==> src/rtl/seg_serial_rx_pkg.sv <==
// Shared types and constants for the 7-segment serial link receiver.
// Glyph table is indexed by hex value; segment bit0 = a ... bit6 = g, bit7 = dp.
package seg_serial_rx_pkg;

    localparam int FRAME_BITS_DEF = 64;

    typedef enum logic [1:0] {
        ST_IDLE,
        ST_SHIFT,
        ST_WAIT_LOW
    } rx_state_e;

    // Entry g is the lit-segment pattern (active-high) for hex digit g.
    localparam logic [15:0][7:0] SEG_GLYPHS = {
        8'h71, 8'h79, 8'h5E, 8'h39, 8'h7C, 8'h77, 8'h6F, 8'h7F,
        8'h07, 8'h7D, 8'h6D, 8'h66, 8'h4F, 8'h5B, 8'h06, 8'h3F
    };

endpackage

==> src/rtl/seg_serial_rx_decode.sv <==
// Combinational 7-segment glyph decoder: normalised pattern in, hex nibble out.
// Unrecognised glyphs decode to 0 with ok low; dp is passed through.
module seg7_decode
    import seg_serial_rx_pkg::*;
(
    input  logic [7:0] pattern,
    output logic [3:0] digit,
    output logic       ok,
    output logic       dp
);

    always_comb begin
        digit = 4'd0;
        ok    = 1'b0;
        dp    = pattern[7];
        for (int g = 0; g < 16; g++) begin
            if (pattern[6:0] == SEG_GLYPHS[g][6:0]) begin
                digit = 4'(g);
                ok    = 1'b1;
            end
        end
    end

endmodule

==> src/rtl/seg_serial_rx.sv <==
// Receiver for the SEG_CLK/SEG_DO/SEG_EN serial display link: captures a frame,
// length-checks it, latches it and decodes each byte back to a hex digit.
module seg_serial_rx
    import seg_serial_rx_pkg::*;
#(
    parameter int FRAME_BITS     = FRAME_BITS_DEF,
    parameter int TIMEOUT        = 1024,
    parameter bit SEG_ACTIVE_LOW = 1'b1
) (
    input  logic                    clk,
    input  logic                    reset,
    input  logic                    seg_clk,
    input  logic                    seg_do,
    input  logic                    seg_en,
    output logic [FRAME_BITS-1:0]   frame,
    output logic                    frame_valid,
    output logic                    frame_err,
    output logic [FRAME_BITS/2-1:0] digits,
    output logic [FRAME_BITS/8-1:0] digit_ok,
    output logic [FRAME_BITS/8-1:0] dp,
    output logic                    busy
);

    localparam int NB    = FRAME_BITS / 8;
    localparam int CNT_W = $clog2(2 * FRAME_BITS);
    localparam int TO_W  = $clog2(TIMEOUT + 1);
    localparam logic [CNT_W-1:0] CNT_MAX = CNT_W'(2 * FRAME_BITS - 1);

    rx_state_e             state;
    logic [2:0]            clk_sync;
    logic [2:0]            en_sync;
    logic [1:0]            do_sync;
    logic [FRAME_BITS-1:0] shift_reg;
    logic [FRAME_BITS-1:0] shift_nxt;
    logic [CNT_W-1:0]      bit_cnt;
    logic [CNT_W-1:0]      cnt_nxt;
    logic [TO_W-1:0]       to_cnt;

    logic [NB-1:0][3:0]    dec_digits;
    logic [NB-1:0]         dec_ok;
    logic [NB-1:0]         dec_dp;

    logic clk_rise, en_rise, en_fall, sdo;

    always_ff @(posedge clk) begin
        if (reset) begin
            clk_sync <= '0;
            en_sync  <= '0;
            do_sync  <= '0;
        end else begin
            clk_sync <= {clk_sync[1:0], seg_clk};
            en_sync  <= {en_sync[1:0], seg_en};
            do_sync  <= {do_sync[0], seg_do};
        end
    end

    assign clk_rise = clk_sync[1] & ~clk_sync[2];
    assign en_rise  = en_sync[1] & ~en_sync[2];
    assign en_fall  = ~en_sync[1] & en_sync[2];
    assign sdo      = do_sync[1];

    // Next shift/count include a bit arriving in the same cycle as seg_en falling.
    always_comb begin
        shift_nxt = shift_reg;
        cnt_nxt   = bit_cnt;
        if (clk_rise) begin
            shift_nxt = {shift_reg[FRAME_BITS-2:0], sdo};
            if (bit_cnt != CNT_MAX) cnt_nxt = bit_cnt + 1'b1;
        end
    end

    for (genvar i = 0; i < NB; i++) begin : g_dec
        logic [7:0] pat;
        assign pat = SEG_ACTIVE_LOW ? ~shift_nxt[8*i +: 8] : shift_nxt[8*i +: 8];
        seg7_decode u_dec (
            .pattern (pat),
            .digit   (dec_digits[i]),
            .ok      (dec_ok[i]),
            .dp      (dec_dp[i])
        );
    end

    always_ff @(posedge clk) begin
        if (reset) begin
            state       <= ST_IDLE;
            shift_reg   <= '0;
            bit_cnt     <= '0;
            to_cnt      <= '0;
            frame       <= '0;
            digits      <= '0;
            digit_ok    <= '0;
            dp          <= '0;
            frame_valid <= 1'b0;
            frame_err   <= 1'b0;
            busy        <= 1'b0;
        end else begin
            frame_valid <= 1'b0;
            frame_err   <= 1'b0;
            case (state)
                ST_IDLE: begin
                    if (en_rise) begin
                        shift_reg <= '0;
                        bit_cnt   <= '0;
                        to_cnt    <= '0;
                        busy      <= 1'b1;
                        state     <= ST_SHIFT;
                    end
                end
                ST_SHIFT: begin
                    shift_reg <= shift_nxt;
                    bit_cnt   <= cnt_nxt;
                    if (en_fall) begin
                        busy  <= 1'b0;
                        state <= ST_IDLE;
                        if (cnt_nxt == CNT_W'(FRAME_BITS)) begin
                            frame       <= shift_nxt;
                            digits      <= dec_digits;
                            digit_ok    <= dec_ok;
                            dp          <= dec_dp;
                            frame_valid <= 1'b1;
                        end else begin
                            frame_err <= 1'b1;
                        end
                    end else if (clk_rise) begin
                        to_cnt <= '0;
                    end else if (to_cnt == TO_W'(TIMEOUT - 1)) begin
                        frame_err <= 1'b1;
                        busy      <= 1'b0;
                        to_cnt    <= '0;
                        state     <= ST_WAIT_LOW;
                    end else begin
                        to_cnt <= to_cnt + 1'b1;
                    end
                end
                ST_WAIT_LOW: begin
                    if (!en_sync[1]) state <= ST_IDLE;
                end
                default: state <= ST_IDLE;
            endcase
        end
    end

endmodule

==> config.mk <==
export PLATFORM = sky130hd
export DESIGN_NAME = seg_serial_rx
export DESIGN_NICKNAME = d
export VERILOG_FILES = /design/src/rtl/seg_serial_rx_pkg.sv /design/src/rtl/seg_serial_rx_decode.sv /design/src/rtl/seg_serial_rx.sv
export SDC_FILE = /design/constraint.sdc
export NUM_CORES = 1
export LEC_CHECK = 0
export CAP_MARGIN = 5
export CORE_MARGIN = 1.5
export CORE_UTILIZATION = 58
export DETAILED_ROUTE_END_ITERATION = 7
export PLACE_DENSITY = 0.81
export SLEW_MARGIN = 20
export SYNTH_ARGS = -nofsm -noshare
export SYNTH_HDL_FRONTEND = slang
export SYNTH_SLANG_ARGS = --single-unit
export TNS_END_PERCENT = 5
==> constraint.sdc <==
create_clock -name clk -period 3.29 [get_ports clk]
set_clock_uncertainty 0.1 [all_clocks]
set_input_delay 0.8225 -clock clk [delete_from_list [all_inputs] [get_ports clk]]
set_output_delay 0.8225 -clock clk [all_outputs]
set_load 0.03 [all_outputs]
Yosys cells after proc, flatten, opt, wreduce, memory -nomap -nowiden
Index checks and enable logic that the tools add are counted.
{"block": "op_classes", "reduce_logical": 9, "mux": 276, "add_sub_neg": 2, "n_bitwise": 16, "eq_ne": 138}
{"op": "$eq A7 B7 Y1 const B", "count": 97}
{"op": "$mux W4", "count": 64}
{"op": "$mux W1", "count": 145}
{"op": "$mux W64", "count": 2}
{"op": "$pmux W64 S2", "count": 1}
{"op": "$eq A7 B3 Y1 const B", "count": 16}
{"op": "$eq A7 B6 Y1 const B", "count": 16}
{"op": "$mux W3", "count": 32}
{"op": "$not A8 Y8", "count": 8}
{"op": "$mux W11", "count": 4}
{"op": "$mux W2", "count": 21}
{"op": "$pmux W11 S2", "count": 1}
{"op": "$mux W7", "count": 3}
{"op": "$pmux W7 S2", "count": 1}
{"op": "$add A11 B1 Y11 const B", "count": 1}
{"op": "$eq A11 B10 Y1 const B", "count": 1}
{"op": "$reduce_and A4 Y1", "count": 2}
{"op": "$add A7 B1 Y7 const B", "count": 1}
{"op": "$ne A7 B7 Y1 const B", "count": 1}
{"op": "$ne A2 B2 Y1 const B", "count": 3}
{"op": "$ne A3 B3 Y1 const B", "count": 2}
{"op": "$pmux W2 S3", "count": 1}
{"op": "$reduce_and A3 Y1", "count": 2}
{"op": "$not A1 Y1", "count": 5}
{"op": "other kinds (9)", "count": 11}
{"block": "word_totals", "elab_cells": 455, "ff_bits": 207, "out_inout_bits": 115, "input_bits": 5}

Logic depth before layout (Yosys ltp)
{"block": "logic_depth", "word_depth": 21, "ltp_mapped": 12, "mapped_depth_nobuf": 8}

Hierarchy
Synthesis repeated with hierarchy kept, for this count alone.
{"block": "hier_totals", "cells_unflattened": 1446, "hier_area_um2": 12151.7}
{"module": "seg_serial_rx", "seq_area_each_um2": 4144.0, "instances": 1, "cells_per_inst": 950, "area_each_um2": 8768.4}
{"module": "seg7_decode", "seq_area_each_um2": 0.0, "instances": 8, "cells_per_inst": 62, "area_each_um2": 422.9}

Least setup slack after synthesis
Ideal clock, no wire load.
{"block": "synth_path", "kind": "register -> register", "start": "register bit_cnt[0]", "end": "register frame[2]", "t_arrival_ns": 2.411, "period_less_slack_ns": 2.596, "required_ns": 3.104, "path_buffers": 3, "path_stages_with_launch": 11, "slack_ns": 0.694, "setup_time_ns": 0.086, "cell_sequence": "dfxtp_1 > ha_1 > and3b_1 > clkbuf_1 > or4_1 > o31a_1 > nor4_1 > buf_2 > buf_4 > nor2_1 > a211oi_1"}
{"block": "synth_via", "elab_chain_len": 5, "elab_cells_between_ends": 6, "cone_classes": "1 x add/sub; 2 x eq/ne; 2 x mux; 1 x reduce/logical"}
{"element": "start, declared", "line": "seg_serial_rx.sv:35", "text": "logic [CNT_W-1:0] bit_cnt;"}
{"element": "start signal, assigned", "line": "seg_serial_rx.sv:111", "text": "bit_cnt <= cnt_nxt;"}
{"element": "$add A7 B1 Y7 or $ne A7 B7 Y1 (tied branches)", "line": "seg_serial_rx.sv:68", "text": "if (bit_cnt != CNT_MAX) cnt_nxt = bit_cnt + 1'b1;"}
{"element": "$mux W7", "line": "seg_serial_rx.sv:68"}
{"element": "$mux W7 (*)", "line": "seg_serial_rx.sv:66", "text": "if (clk_rise) begin"}
{"element": "$eq A7 B7 Y1 (*)", "line": "seg_serial_rx.sv:115", "text": "if (cnt_nxt == CNT_W'(FRAME_BITS)) begin"}
{"element": "$reduce_and A3 Y1 (no source line) (*)"}
{"element": "end signal, assigned", "line": "seg_serial_rx.sv:116", "text": "frame <= shift_nxt;"}
{"element": "end, declared", "line": "seg_serial_rx.sv:15", "text": "output logic [FRAME_BITS-1:0] frame,"}
Mark *: on every way between the ends. The rest lies on a longest branch, timed or not.
A chain may end at the register's enable or synchronous reset.

Final worst setup path
{"block": "layout_path", "start": "register clk_sync[2]", "end": "register digits[13]"}
{"block": "layout_via", "elab_chain_len": 19, "elab_cells_between_ends": 35, "cone_classes": "15 x eq/ne; 16 x mux; 3 x bitwise; 1 x reduce/logical"}
{"element": "start, declared", "line": "seg_serial_rx.sv:30", "text": "logic [2:0] clk_sync;"}
{"element": "start signal, assigned", "line": "seg_serial_rx.sv:51", "text": "clk_sync <= {clk_sync[1:0], seg_clk};"}
{"element": "$not A1 Y1 (*)", "line": "seg_serial_rx.sv:57", "text": "assign clk_rise = clk_sync[1] & ~clk_sync[2];"}
{"element": "$and A1 B1 Y1 (*)", "line": "seg_serial_rx.sv:57"}
{"element": "$mux W64", "line": "seg_serial_rx.sv:66"}
{"element": "$not A8 Y8", "line": "seg_serial_rx.sv:74", "text": "assign pat = SEG_ACTIVE_LOW ? ~shift_nxt[8*i +: 8] : shift_nxt[8*i +: 8];"}
{"element": "$eq A7 B7 Y1", "line": "seg_serial_rx_decode.sv:17", "text": "if (pattern[6:0] == SEG_GLYPHS[g][6:0]) begin"}
{"element": "$mux W2 (2 in a row)", "line": "seg_serial_rx_decode.sv:17"}
{"element": "$mux W3 (4 in a row)", "line": "seg_serial_rx_decode.sv:17"}
{"element": "$mux W4 (8 in a row)", "line": "seg_serial_rx_decode.sv:17"}
{"element": "end signal, assigned", "line": "seg_serial_rx.sv:117", "text": "digits <= dec_digits;"}
{"element": "end, declared", "line": "seg_serial_rx.sv:18", "text": "output logic [FRAME_BITS/2-1:0] digits,"}
Marks and branches as above.

==> run metrics <==
Post-Place Setup Slack 386.8 ps; HPWL Detailed 23110 um; Clock Root Buffer clkbuf_16; arrival time of the worst setup path between 3000 and 4000 ps; asr flop ratio synth 0; pwr/cell area 379.7 nW/um2; fin nets 1563; setup TNS 0 ps; crit-path leading delay family compound AO/OA/AOI/OAI gates; number of diodes 0; gr usage total 0.3146; drt first-iter violations 858; I/O pins 120; Final ANT Viol Nets 0; Leakage Power approximately 0.0048 uW; syn nets 1535; final setup violation count 0; synthesized instance count 1528; initial antenna violation count 0; normalized max-slew margin 0.3937; RSZ-0062 raised after global routing false; Worst Tran Pin Value 896.7 ps; pin count of the biggest net entering global routing 136; share of the synthesized area in the top cell type 0.3516; H-tree Lvls 1; max_cap viols 0; Distinct cells, synth 77; TritonCTS Sinks 207; HP Class reg2reg; Avg WL per Cell approximately 19 um; Hold Fails Final Rpt 0; crit-path cells nand2b_4 > buf_12 > nor2_1 > a211oi_1 > o21ai_0 > a21oi_1 > a311oi_1 > a211oi_1; Die Wd 145.6 um; Max clock buf depth 3; cells on worst reg2reg path 8; Gate power share 0.040; flops & latches, synth 207; Num CTS Buffers 23; Seq/Total Area, Yosys 0.3516; ys flop type dfxtp_1; Core Area 19720 um2; Overall Power 5244 uW; post-synth top area cell dfxtp_1; first-pass GRT wire length ~57000 um; outcome completed; CTS tree built; Clock Power Share 0.479; worst skew pair latency 510 ps; Hold Buf Count CTS 0; min Tclk post-route 3018 ps; Switching Share 0.2289; most common cell after layout, fill and taps aside dfxtp_1; Crit path largest cell delay 590 ps; DRC viols 0; CP Class reg2reg; CP max FO between 50 and 60; PostCTS Resize Cnt 0; Via Count 12050; most frequent CP cell a211oi_1; Setup Fix Bufs, Post-CTS 0; maximum clock frequency 331.4 MHz; clock-pin slew on the worst setup and hold paths 60 ps; Worst path slowest cell a211oi_1; Cell Int Power 4044 uW; vias in the first global route 11010; drt total wl 34640 um; top cells by area, synth dfxtp_1, nor2_1, nand2_1, a22o_1, a211oi_1; final period utilization 0.9173; Area growth, synth to finish 17.19%; Stages on worst setup path 8; FP Rows slightly above 50; Critical Path RT around 3600 ps; Final GP Congestion 0.9428; Synth Area per Inst roughly 7.7 um2; I/O Buffers between 100 and 150; fin. max-slew vios 0; hold path depth 1; gr ovfl total 0; nature of the critical path endpoint flop; Via density approximately 6.6; Buf/Inv on CP 1; setup ws final 272.2 ps; Initial Util 0.5978; Post-synth EDFFs 0; yosys warns 0; sw power 1200 uW; worst-case vdd ir drop 0.0003287 V; layout cells sized above 1 0.06174; startpoint types flop; Util after Layout 0.7005; most frequent cells in the layout dfxtp_1, nor2_1, nand2_1, clkdlybuf4s50_1, a21oi_1; 1st-pass router iterations 6; die area 21180 um2; cell area after synthesis 11790 um2; Chip Height between 100 and 150 um; sequential power share 0.481
[synth_stat cells (21+ instances only)]
cell	number
o21ai_0	58
nand2b_1	27
nand4_1	23
a311oi_1	43
clkbuf_1	102
buf_2	44
nand2_1	174
a211oi_1	56
nand3_1	34
nor2_1	191
inv_1	21
a31oi_1	24
nor3_1	44
dfxtp_1	207
o22ai_1	24
a22o_1	60
a21oi_1	74
[worst register-to-register path, delay by kind of cell (launching register included)]
kind                   cells  cell delay (ps)
flip-flops                 1              540
AO/OA/AOI/OAI              5             1490
AND/OR/NAND/NOR            2              510
buffers and inverters      1              300
[cell type report]
cell class              instances  area [um2]
inverters                      21       78.83
clock inverters                 8       70.07
clock buffers                  32       659.4
well taps                     265       331.6
multi-input cells            1146        6967
fillers                      1673        5906
flip-flops and latches        207        4144
repair buffers                157        1562
[logic make-up after synthesis]
logic type | synth area share
and+or+nand+nor | 0.2805
AOI/OAI and AO/OA | 0.2839
DFF | 0.3516
buffers and inverters | 0.06072
muxes | 0.01295
xor gates and xnor gates | 0.007432
adders and majority gates | 0.002972
[power groups by stage]
stage                     Sequential (uW)  Clock, uW  Combinational, uW
after global routing                 2520       2640                223
after CTS                            2520       2530                204
after detailed placement             2580          0                203
after global placement               2580          0                201
final                                2520       2510                207
after floorplan                      2580          0                133
[through the flow]
| step | instances | hold WS [ps] | area [um2] |
|---|---|---|---|
| 3_3_place_gp | 1796 | 316.4 | 13080 |
| 5_1_grt | 1836 | 375.1 | 13810 |
| 6_report | 1836 | 347.5 | 13810 |
| 4_1_cts | 1836 | 351.3 | 13810 |
| 3_5_place_dp | 1796 | 328.7 | 13080 |
| 2_1_floorplan | 1528 | 313.8 | 11790 |
[per-layer routing]
metal	wire length (um)	up-vias	track usage
li1	-	5745	-
met1	15350	5696	0.4318
met2	15960	538	0.5098
met3	2391	69	0.04357
met4	945	0	0.1046
met5	0	-	0
[path summary, 6_finish.rpt]
| kind | from | slack, ps | endpoint |
|---|---|---|---|
| worst max-delay path | clk_sync[2] | 270 | digits[13] |
| worst min-delay path | en_sync[0] | 350 | en_sync[1] |
| worst max register to register | clk_sync[2] | 270 | digits[13] |
| worst min register to register | en_sync[0] | 350 | en_sync[1] |
(Power assumes the default switching activity.)
